==> src/rtl/decode_stage.sv <==
// RiSC-16 decode stage: IF/ID register, field/immediate decode, register-file read addresses
// and an ID/EX register aligned with read data. Load-use stall logic under DECODE_LOAD_USE_STALL_EN.
module decode_stage #(
  parameter int unsigned p_WORD_LEN     = 16,
  parameter int unsigned p_REG_ADDR_LEN = 3
) (
  input  logic                      i_clk,
  input  logic                      i_rst_n,
  input  logic [p_WORD_LEN-1:0]     i_instr,
  input  logic [p_WORD_LEN-1:0]     i_pc,
  input  logic                      i_valid,
  output logic                      o_fetch_stall,
  input  logic                      i_stall,
  input  logic                      i_flush,
  output logic [p_REG_ADDR_LEN-1:0] o_src1,
  output logic [p_REG_ADDR_LEN-1:0] o_src2,
  output logic                      o_valid,
  output logic [2:0]                o_op,
  output logic [p_REG_ADDR_LEN-1:0] o_tgt,
  output logic                      o_wr_en,
  output logic [p_WORD_LEN-1:0]     o_imm,
  output logic [p_WORD_LEN-1:0]     o_pc,
  output logic [p_REG_ADDR_LEN-1:0] o_src1_q,
  output logic [p_REG_ADDR_LEN-1:0] o_src2_q
);

  localparam logic [2:0] OpAdd  = 3'd0;
  localparam logic [2:0] OpAddi = 3'd1;
  localparam logic [2:0] OpNand = 3'd2;
  localparam logic [2:0] OpLui  = 3'd3;
  localparam logic [2:0] OpSw   = 3'd4;
  localparam logic [2:0] OpLw   = 3'd5;
  localparam logic [2:0] OpBeq  = 3'd6;
  localparam logic [2:0] OpJalr = 3'd7;

  logic [p_WORD_LEN-1:0]     r_instr;
  logic [p_WORD_LEN-1:0]     r_pc;
  logic                      r_valid;

  logic [2:0]                dec_op;
  logic [p_REG_ADDR_LEN-1:0] fld_a, fld_b, fld_c;
  logic [p_REG_ADDR_LEN-1:0] dec_src1, dec_src2, dec_tgt;
  logic                      dec_writes;
  logic                      dec_wr_en;
  logic [p_WORD_LEN-1:0]     dec_imm;
  logic [p_WORD_LEN-1:0]     simm7;
  logic                      hazard;

  assign dec_op = r_instr[15:13];
  assign fld_a  = r_instr[12:10];
  assign fld_b  = r_instr[9:7];
  assign fld_c  = r_instr[2:0];
  assign simm7  = {{(p_WORD_LEN-7){r_instr[6]}}, r_instr[6:0]};

  // Unused sources stay 0 so r0 reads never look like a dependency.
  always_comb begin
    dec_src1   = '0;
    dec_src2   = '0;
    dec_tgt    = '0;
    dec_writes = 1'b0;
    dec_imm    = '0;
    unique case (dec_op)
      OpAdd, OpNand: begin
        dec_src1   = fld_b;
        dec_src2   = fld_c;
        dec_tgt    = fld_a;
        dec_writes = 1'b1;
      end
      OpAddi, OpLw, OpJalr: begin
        dec_src1   = fld_b;
        dec_tgt    = fld_a;
        dec_writes = 1'b1;
        dec_imm    = simm7;
      end
      OpLui: begin
        dec_tgt    = fld_a;
        dec_writes = 1'b1;
        dec_imm    = {r_instr[9:0], 6'b0};
      end
      OpSw: begin
        dec_src1 = fld_b;
        dec_src2 = fld_a;
        dec_imm  = simm7;
      end
      OpBeq: begin
        dec_src1 = fld_a;
        dec_src2 = fld_b;
        dec_imm  = simm7;
      end
      default: ;
    endcase
  end

  assign dec_wr_en = dec_writes && (dec_tgt != '0);

`ifdef DECODE_LOAD_USE_STALL_EN
  // Unused sources are 0 and o_tgt is nonzero, so a plain match covers "used source".
  assign hazard = r_valid && o_valid && (o_op == OpLw) && (o_tgt != '0) &&
                  ((o_tgt == dec_src1) || (o_tgt == dec_src2));
`else
  assign hazard = 1'b0;
`endif

  assign o_fetch_stall = i_stall | hazard;
  assign o_src1        = dec_src1;
  assign o_src2        = dec_src2;

  always_ff @(posedge i_clk or negedge i_rst_n) begin
    if (!i_rst_n) begin
      r_instr  <= '0;
      r_pc     <= '0;
      r_valid  <= 1'b0;
      o_valid  <= 1'b0;
      o_op     <= '0;
      o_tgt    <= '0;
      o_wr_en  <= 1'b0;
      o_imm    <= '0;
      o_pc     <= '0;
      o_src1_q <= '0;
      o_src2_q <= '0;
    end else if (i_flush) begin
      r_valid <= 1'b0;
      o_valid <= 1'b0;
    end else if (!i_stall) begin
      if (hazard) begin
        // IF/ID holds; ID/EX takes a fully cleared bubble.
        o_valid  <= 1'b0;
        o_op     <= '0;
        o_tgt    <= '0;
        o_wr_en  <= 1'b0;
        o_imm    <= '0;
        o_pc     <= '0;
        o_src1_q <= '0;
        o_src2_q <= '0;
      end else begin
        r_instr  <= i_instr;
        r_pc     <= i_pc;
        r_valid  <= i_valid;
        o_valid  <= r_valid;
        o_op     <= dec_op;
        o_tgt    <= dec_tgt;
        o_wr_en  <= dec_wr_en;
        o_imm    <= dec_imm;
        o_pc     <= r_pc;
        o_src1_q <= dec_src1;
        o_src2_q <= dec_src2;
      end
    end
  end

endmodule
==> config.mk <==
export PLATFORM = sky130hd
export DESIGN_NAME = decode_stage
export DESIGN_NICKNAME = d
export VERILOG_FILES = /design/src/rtl/decode_stage.sv
export SDC_FILE = /design/constraint.sdc
export NUM_CORES = 1
export LEC_CHECK = 0
export CAP_MARGIN = 20
export CORE_UTILIZATION = 51
export CTS_CLUSTER_SIZE = 24
export DETAILED_ROUTE_END_ITERATION = 10
export GPL_TIMING_DRIVEN = 0
export PLACE_DENSITY = 0.84
export SLEW_MARGIN = 20
export SYNTH_ARGS = -nofsm -noshare
export SYNTH_HDL_FRONTEND = slang
export SYNTH_SLANG_ARGS = --single-unit
==> constraint.sdc <==
create_clock -name i_clk -period 2.9 [get_ports i_clk]
set_input_delay 0.58 -clock i_clk [delete_from_list [all_inputs] [get_ports i_clk]]
set_output_delay 0.58 -clock i_clk [all_outputs]
set_load 0.01 [all_outputs]
==> run_results.csv, run 1 <==
group,metric,value,unit
floorplanning,start_util,0.540,
clock_tree,ctsResizeCount,0,
yosys,syn_nets,368,
sta,worst_pin_slew,0.487,ns
power_and_ir_drop,irDropWorstVdd,0.448,mV
worst_setup_path,critPathLaunchType,"register",
floorplanning,dieArea,6700,um^2
clock_tree,cts_setup_buffers,0,
sta,fin_crit,2.60,ns
yosys,avgSynthCellArea,9.83,um^2
global_routing,grt_remaining_overflow,0,
clock_tree,clk_pin_slew_worst_paths,0.08,ns
yosys,ys_ff_latch,79,
power_and_ir_drop,switching_power,819,uW
place,portBuffers,87,
clock_tree,cts_made_buffers,9,
global_routing,first_global_vias,2663,
place,hpwl,5.45,mm
clock_tree,clk_latency,0.35,ns
power_and_ir_drop,p_seq_frac,0.460,
route,drc,0,
global_routing,grt_max_degree,56,
sta,hold_violations,0,
power_and_ir_drop,power.internal,2200,uW
sta,clock_skew,0.00707,ns
route,wire_per_inst,15.0,um
place,routabilityCongestion,0.852,
sta,setup_violations,0,
power_and_ir_drop,power_leakage,0.00217,uW
sta,slew_violations,0,
clock_tree,clock_path_buffers,2,
cells_and_area,fin_area,4470,um^2
global_routing,antenna_found_initial,0,
sta,period_share,0.897,
route,drtPass1Iterations,4,
floorplanning,core_area,6030,um^2
place,placed_area,4240,um^2
worst_setup_path,cp-end-kind,"output pin",
yosys,yosys_warnings,0,
power_and_ir_drop,power-per-cell-area,675,nW/um^2
yosys,synth_area,3250,um^2
floorplanning,die_x,81.9,um
clock_tree,cts_root_buffer,"clkbuf_8",
yosys,synth.area.top_cells,"dfrtp_1, nand2_1, a22o_1",
sta,max_freq,0.384,GHz
clock_tree,cts_tree,"yes",
clock_tree,clkSinkCount,79,
cells_and_area,utilization,0.741,
yosys,ys_types,31,
yosys,synth_top_flop_cell,"dfrtp_1",
yosys,synth-edff-count,0,
sta,relSlewSlack,0.675,
sta,fin_hold_ws,0.128,ns
yosys,ys_seq_area_frac,0.607,
yosys,yosys-top-cells-count,"nand2_1, dfrtp_1, a22o_1, buf_2, nor2_1",
route,via_per_inst,5.29,
yosys,synth_most_common_cell,"nand2_1",
yosys,yosysTopAreaCell,"dfrtp_1",
floorplanning,num_rows,28,
worst_setup_path,cp_max_fo,10,
outcome,status,"finished, final reports clean",
worst_setup_path,worstPathRequired,2.32,ns
route,first_iter_violations,161,
yosys,synthArstFlopShare,1.00,
hold_path,worst_hold_path_type,"primary input to async pin",
route,drt_wl_total,7.63,mm
clock_tree,cts_hold_buf,0,
cells_and_area,nets,467,
cells_and_area,areaGrowthSynthToFinish,37.3,%
flow_run,drv_cap,0,
power_and_ir_drop,switching_share,0.271,
yosys,synth_top_area_frac,0.607,
power_and_ir_drop,clkPwrFrac,0.303,
global_routing,grt_pass1_wl,12.7,mm
floorplanning,io_pins,90,
power_and_ir_drop,pwr-share-comb,0.236,
yosys,synth_cells,331,
cells_and_area,final_layout_size_suffix_gt1_frac,0.0943,
global_routing,grtUsageTotal,0.257,
route,ant_nets,0,
route,num_vias,2698,
clock_tree,htreeDepth,3,
worst_setup_path,critPathKind,"register to output pin",
floorplanning,die_h,81.9,um
sta,rsz0062_at_grt,"no",
cells_and_area,antenna_cells,0,
worst_setup_path,cp.arrival,2.02,ns
## metal layers
metal / wire length, um / track usage / up-vias
met5: 0 / 0 / -
met4: 78 / 0.0789 / 0
met3: 427 / 0.0756 / 8
met2: 3880 / 0.423 / 93
met1: 3240 / 0.327 / 1319
li1: - / - / 1278
## power by group through the flow
| stage | registers, uW | logic (uW) | clock network [uW] |
|---|---|---|---|
| 4_1_cts | 1390 | 720 | 925 |
| 3_3_place_gp | 1400 | 691 | 0 |
| 2_1_floorplan | 1440 | 265 | 0 |
| 5_1_grt | 1410 | 779 | 983 |
| 6_report | 1390 | 713 | 914 |
| 3_5_place_dp | 1410 | 714 | 0 |
## cell type report
class,count,area [um^2]
clock buffers,13,159
well taps,75,93.8
multi-input cells,229,1140
repair buffers,88,896
inverters,2,7.51
plain buffers,21,131
flip-flops and latches,79,1980
clock inverters,3,65.1
fillers,418,1560
## placed cells by master, fill, tap and decap left out, drive strengths merged, types with 4 or more instances in the layout
cell type and n:
mux2i 5, nand2 156, o21ai 8, clkbuf 18, a22o 9, dfrtp 79
a211oi 4, nor2 10, clkdlybuf4s50 86, a221o 6, o31ai 4, buf 18
a21oi 7
## registers in the layout, indices dropped and copies added, names as in the netlist, 3 cells and up
register and count:
o_imm 16, o_pc 16, r_instr 16, r_pc 16, o_op 3, o_src1_q 3
o_src2_q 3, o_tgt 3
## path summary, 6_finish.rpt
| kind | start | to | slack, ns | cells after the start |
|---|---|---|---|---|
| setup / recovery | r_instr[14] | o_src2[2] | 0.30 | 4 |
| min in group i_clk | i_flush | r_valid | 0.43 | 2 |
| hold reg to reg | r_pc[0] | o_pc[0] | 0.46 | 2 |
| max in group asynchronous | i_rst_n | r_pc[0] | 2.20 | 2 |
| setup reg to reg | r_instr[13] | o_imm[10] | 1.47 | 4 |
| hold / removal | i_rst_n | r_instr[10] | 0.13 | 1 |
## kinds of logic after synthesis
family | share of synthesized area
AND/OR/NAND/NOR | 0.212
flip-flops | 0.607
AO/OA/AOI/OAI | 0.112
buffers and inverters | 0.0427
multiplexers | 0.0258
## worst max-delay path: stages, from the launching register on
cell,delay (ns)
dfrtp_1,0.39
buf_6,0.14
mux2i_1,0.12
a211oi_1,0.41
clkdlybuf4s50_1,0.62
## stage by stage
stage	total power [uW]	cells	TNS [ns]	setup WS [ns]
after floorplan	1700	331	0	1.27
after global routing	3170	510	0	0.170
after CTS	3030	510	0	0.269
after global placement	2090	493	-106.83	-1.36
final	3020	510	0	0.297
after detailed placement	2120	494	0	0.652
No activity file was read; power rests on OpenSTA's default activity.
==> inputs of run 2 (changes only) <==
- PLACE_DENSITY: 0.84 -> 0.94
==> run 2 against run 1 <==
Against the previous run: count of clock-buffer cells in the layout fell by 4; highest routed layer unchanged; non-clock buffer count unchanged; combinational power about the same; setup slack lost 0.0060 ns; sequential power about the same; critical path type unchanged; critical endpoint is now o_src2[1]; total power fell by 2.3%; wire length rose by 0.85%; sequential cell count unchanged; sequential share of layout area rose by 0.22 points; maximum frequency down 0.23%; largest power group unchanged.
==> run_results.csv, run 2 (synthesized netlist as in run 1, its figures left out) <==
group,metric,value,unit
outcome,status,"finished, final reports clean",
place,pre_cts_ws,0.729,ns
place,dp.cells,494,
worst_setup_path,r2r-end,"o_imm[9]",
worst_setup_path,cp-end-kind,"output pin",
floorplanning,num_rows,28,
global_routing,first_global_vias,2723,
worst_setup_path,crit_start,"r_instr[13]",
power_and_ir_drop,power,2950,uW
route,first_iter_violations,171,
cells_and_area,final_layout_size_suffix_gt1_frac,0.0989,
sta,setup_violations,0,
hold_path,worst_hold_path_type,"primary input to async pin",
route,drt_wl_total,7.70,mm
floorplanning,dieArea,6700,um^2
place,hpwl,5.54,mm
clock_tree,clock_path_buffers,2,
cells_and_area,final-seq-area,1980,um^2
cells_and_area,layout_common_cells,"nand2_1, clkdlybuf4s50_1, dfrtp_1",
floorplanning,core_area,6030,um^2
sta,slew_violations,0,
global_routing,met1_usage,0.326,
clock_tree,cts_root_buffer,"clkbuf_8",
floorplanning,die_h,81.9,um
floorplanning,die_x,81.9,um
place,placed_area,4240,um^2
global_routing,met3_usage,0.0489,
sta,fin_crit,2.61,ns
sta,max_freq,0.383,GHz
clock_tree,cts_hold_buf,0,
global_routing,antenna_found_initial,0,
global_routing,grtUsageTotal,0.257,
sta,hold_violations,0,
sta,clock_skew,0.0124,ns
cells_and_area,nets,467,
worst_setup_path,cp_max_fo,10,
worst_setup_path,crit_end,"o_src2[1]",
global_routing,grt_max_degree,58,
route,drc,0,
cells_and_area,antenna_cells,0,
clock_tree,cts_made_buffers,9,
clock_tree,clkSinkCount,79,
power_and_ir_drop,irDropWorstVdd,0.422,mV
worst_setup_path,critPathLaunchType,"register",
global_routing,grt_pass1_wl,12.6,mm
route,num_vias,2712,
place,portBuffers,87,
sta,period_share,0.900,
worst_setup_path,worstPathRequired,2.32,ns
clock_tree,clk_latency,0.36,ns
cells_and_area,areaGrowthSynthToFinish,36.6,%
route,via_per_inst,5.32,
cells_and_area,multi_input_comb_area,1140,um^2
cells_and_area,n_fill_cell,407,
clock_tree,clk_pin_slew_worst_paths,0.08,ns
sta,relSlewSlack,0.687,
worst_setup_path,critPathKind,"register to output pin",
clock_tree,cts_tree,"yes",
global_routing,grt_remaining_overflow,0,
worst_setup_path,r2r_start,"r_instr[13]",
worst_setup_path,ff2ff_path_depth,4,
route,wire_per_inst,15.1,um
cells_and_area,final_common_cell,"nand2_1",
cells_and_area,fin_area,4450,um^2
floorplanning,start_util,0.540,
sta,worst_pin_slew,0.469,ns
flow_run,drv_cap,0,
route,drtPass1Iterations,4,
floorplanning,io_pins,90,
clock_tree,ctsResizeCount,0,
sta,setup_slack,0.291,ns
clock_tree,cts_setup_buffers,0,
worst_setup_path,cp.arrival,2.03,ns
global_routing,met2_usage,0.416,
power_and_ir_drop,power_leakage,0.00216,uW
sta,rsz0062_at_grt,"no",
clock_tree,htreeDepth,3,
cells_and_area,final_cells,510,
place,routabilityCongestion,0.833,
route,ant_nets,0,
worst_setup_path,rrSetupSlack,1.45,ns
global_routing,busiest_layer,"met2",
power_and_ir_drop,power-per-cell-area,663,nW/um^2
## run 2: cell types whose count changed in the layout (fill, tap and decap cells not counted), sizes merged
cell,delta
clkbuf,-4
inv,+4
bufinv,-1
clkinvlp,+1
## run 2: report_power, final
group,total (uW),internal [uW],switching (uW)
clock network,841,408,433
logic,716,395,321
registers,1390,1270,121
total,2950,2070,874
## run 2: layout make-up
type	count	share of cell area
Buffer	21	0.0296
Timing Repair Buffer	88	0.202
Sequential cell	79	0.445
Multi-Input combinational cell	229	0.256
Inverter	2	0.00169
Tap cell	75	0.0211
Clock buffer	9	0.0279
Clock inverter	7	0.0175
## run 2: worst min path at each step
stage	from	endpoint	slack [ns]	depth (start not counted)
after floorplan	i_rst_n	o_imm[0]	0.28	0
after global placement	r_pc[13]	o_pc[13]	0.44	2
after detailed placement	r_pc[4]	o_pc[4]	0.46	2
after CTS	i_rst_n	r_instr[11]	0.11	1
after global routing	i_rst_n	r_pc[12]	0.13	1
final	i_rst_n	r_instr[11]	0.12	1
## run 2: routing by layer
layer	up-vias	share of wire
met2	105	0.50
met3	15	0.057
met4	0	0.023
met1	1317	0.42
li1	1275	-
met5	-	0
## run 2: critical path: stages (launching register included)
cell and delay (ns):
dfrtp_1 0.45, clkbuf_1 0.24, a211oi_1 0.36, clkdlybuf4s50_1 0.62
## run 2: stage by stage
step / setup TNS [ns] / hold WS, ns / util
after global placement: -103.52 / 0.444 / 0.700
after CTS: 0 / 0.114 / 0.738
final: 0 / 0.116 / 0.738
after detailed placement: 0 / 0.460 / 0.704
after global routing: 0 / 0.126 / 0.738
after floorplan: 0 / 0.284 / -
==> inputs of run 3 (changes only) <==
- CORE_ASPECT_RATIO: default -> 1.4
- CORE_UTILIZATION: 51 -> 48
- PLACE_DENSITY: 0.94 -> 0.9
- clock period: 2.9 -> 2.63 ns (I/O delays scaled with it)
==> run 3 against run 2 <==
Against the previous run: sequential share of layout area up 0.33 points; wire length up 4.5%; combinational power up 12%; total power up 5.2%; critical path type unchanged; utilization down 6.6 points; clock power down 9.3%; sequential power up 11%; clock skew down 0.0042 ns.
==> run_results.csv, run 3 (synthesized netlist as in run 1, its figures left out) <==
group,metric,value,unit
route,num_vias,2705,
clock_tree,cts_hold_buf,0,
floorplanning,io_pins,90,
cells_and_area,final_cells,508,
power_and_ir_drop,power-per-cell-area,702,nW/um^2
cells_and_area,nets,467,
floorplanning,core_area,6570,um^2
place,dp.cells,493,
clock_tree,clk_pin_slew_worst_paths,0.08,ns
sta,fin_hold_ws,0.0582,ns
sta,fin_crit,2.53,ns
worst_setup_path,worstPathRequired,2.10,ns
route,first_iter_violations,146,
sta,worst_pin_slew,0.540,ns
clock_tree,clkSinkCount,79,
worst_setup_path,critPathLaunchType,"register",
place,placed_area,4240,um^2
global_routing,first_global_vias,2727,
flow_run,drv_cap,0,
cells_and_area,final-seq-area,1980,um^2
global_routing,grt_max_degree,60,
sta,setup_violations,0,
global_routing,antenna_found_initial,0,
global_routing,grt_pass1_wl,13.2,mm
cells_and_area,multi_input_comb_area,1140,um^2
floorplanning,dieArea,7120,um^2
hold_path,worst_hold_path_type,"primary input to async pin",
route,drc,0,
clock_tree,cts_tree,"yes",
power_and_ir_drop,power_leakage,0.00214,uW
sta,setup_tns,0,ns
cells_and_area,final_layout_size_suffix_gt1_frac,0.0991,
route,wire_per_inst,15.8,um
clock_tree,clk_latency,0.35,ns
clock_tree,ctsResizeCount,0,
worst_setup_path,cp-end-kind,"output pin",
cells_and_area,n_fill_cell,491,
cells_and_area,final_common_cell,"nand2_1",
sta,clock_skew,0.00823,ns
place,hpwl,6.01,mm
clock_tree,cts_setup_buffers,0,
sta,hold_violations,0,
sta,slew_violations,0,
floorplanning,start_util,0.495,
worst_setup_path,critPathKind,"register to output pin",
sta,period_share,0.961,
sta,relSlewSlack,0.640,
route,ant_nets,0,
cells_and_area,fin_area,4410,um^2
clock_tree,htreeDepth,3,
clock_tree,cts_made_buffers,9,
cells_and_area,areaGrowthSynthToFinish,35.6,%
floorplanning,num_rows,35,
worst_setup_path,cp.arrival,2.00,ns
route,via_per_inst,5.32,
clock_tree,clock_path_buffers,2,
sta,max_freq,0.396,GHz
cells_and_area,layout_common_cells,"nand2_1, clkdlybuf4s50_1, dfrtp_1",
cells_and_area,antenna_cells,0,
power_and_ir_drop,irDropWorstVdd,0.318,mV
global_routing,grt_remaining_overflow,0,
floorplanning,die_h,99.4,um
outcome,status,"finished, final reports clean",
route,drtPass1Iterations,4,
floorplanning,die_x,71.6,um
clock_tree,cts_root_buffer,"clkbuf_8",
place,routabilityCongestion,0.869,
global_routing,grtUsageTotal,0.244,
route,drt_wl_total,8.05,mm
place,portBuffers,87,
worst_setup_path,cp_max_fo,10,
-- run 3: changes by cell type in the layout (fill, tap and decap cells not counted), sizes merged --
| cell | previous run | this run |
|---|---|---|
| bufinv | 1 | 0 |
| inv | 6 | 2 |
| clkinvlp | 1 | 2 |
| buf | 18 | 17 |
| clkinv | 1 | 4 |
| clkbuf | 14 | 15 |
-- run 3: worst max-delay path, stage by stage, from the launching register on --
cell and delay (ns):
dfrtp_1 0.43, clkbuf_4 0.23, and3_1 0.17, a21oi_1 0.06
o21ai_0 0.21, clkdlybuf4s50_1 0.57
-- run 3: where the power goes --
group	leakage, uW	total [uW]	internal [uW]	switching, uW
logic	0.00106	800	438	363
clock network	0.0000809	763	333	430
registers	0.000999	1540	1400	136
-- run 3: final timing paths --
kind                              from          end  slack (ns)  cells past startpoint
max                        r_instr[15]    o_src1[0]        0.10                      5
min                            i_rst_n   r_instr[5]        0.06                      1
max reg2reg                r_instr[14]     o_imm[8]        1.17                      4
min reg2reg                    r_pc[1]      o_pc[1]        0.47                      2
max in group asynchronous      i_rst_n  r_instr[15]        2.01                      2
min in group i_clk             i_flush      o_valid        0.36                      2
-- run 3: stage by stage --
stage / utilization / total power [uW] / worst slack [ns]
floorplan: - / 1880 / 1.06
global placement: 0.642 / 2310 / -1.56
detailed placement: 0.646 / 2350 / 0.431
CTS: 0.671 / 3110 / 0.0496
global route: 0.672 / 3240 / -0.00193
finish: 0.672 / 3100 / 0.102
-- run 3: cell type report --
class,count,area share
clock inverter,6,0.00879
clock buffer,9,0.0281
timing repair buffer,88,0.203
sequential,79,0.448
buffer,21,0.0303
inverter,2,0.00170
tap,74,0.0210
multi-input combinational,229,0.259
-- run 3: routing by layer --
| metal | part of all wire | global-route usage |
|---|---|---|
| met2 | 0.52 | 0.415 |
| met3 | 0.050 | 0.0456 |
| met5 | 0 | 0 |
| met1 | 0.40 | 0.297 |
| met4 | 0.029 | 0.118 |
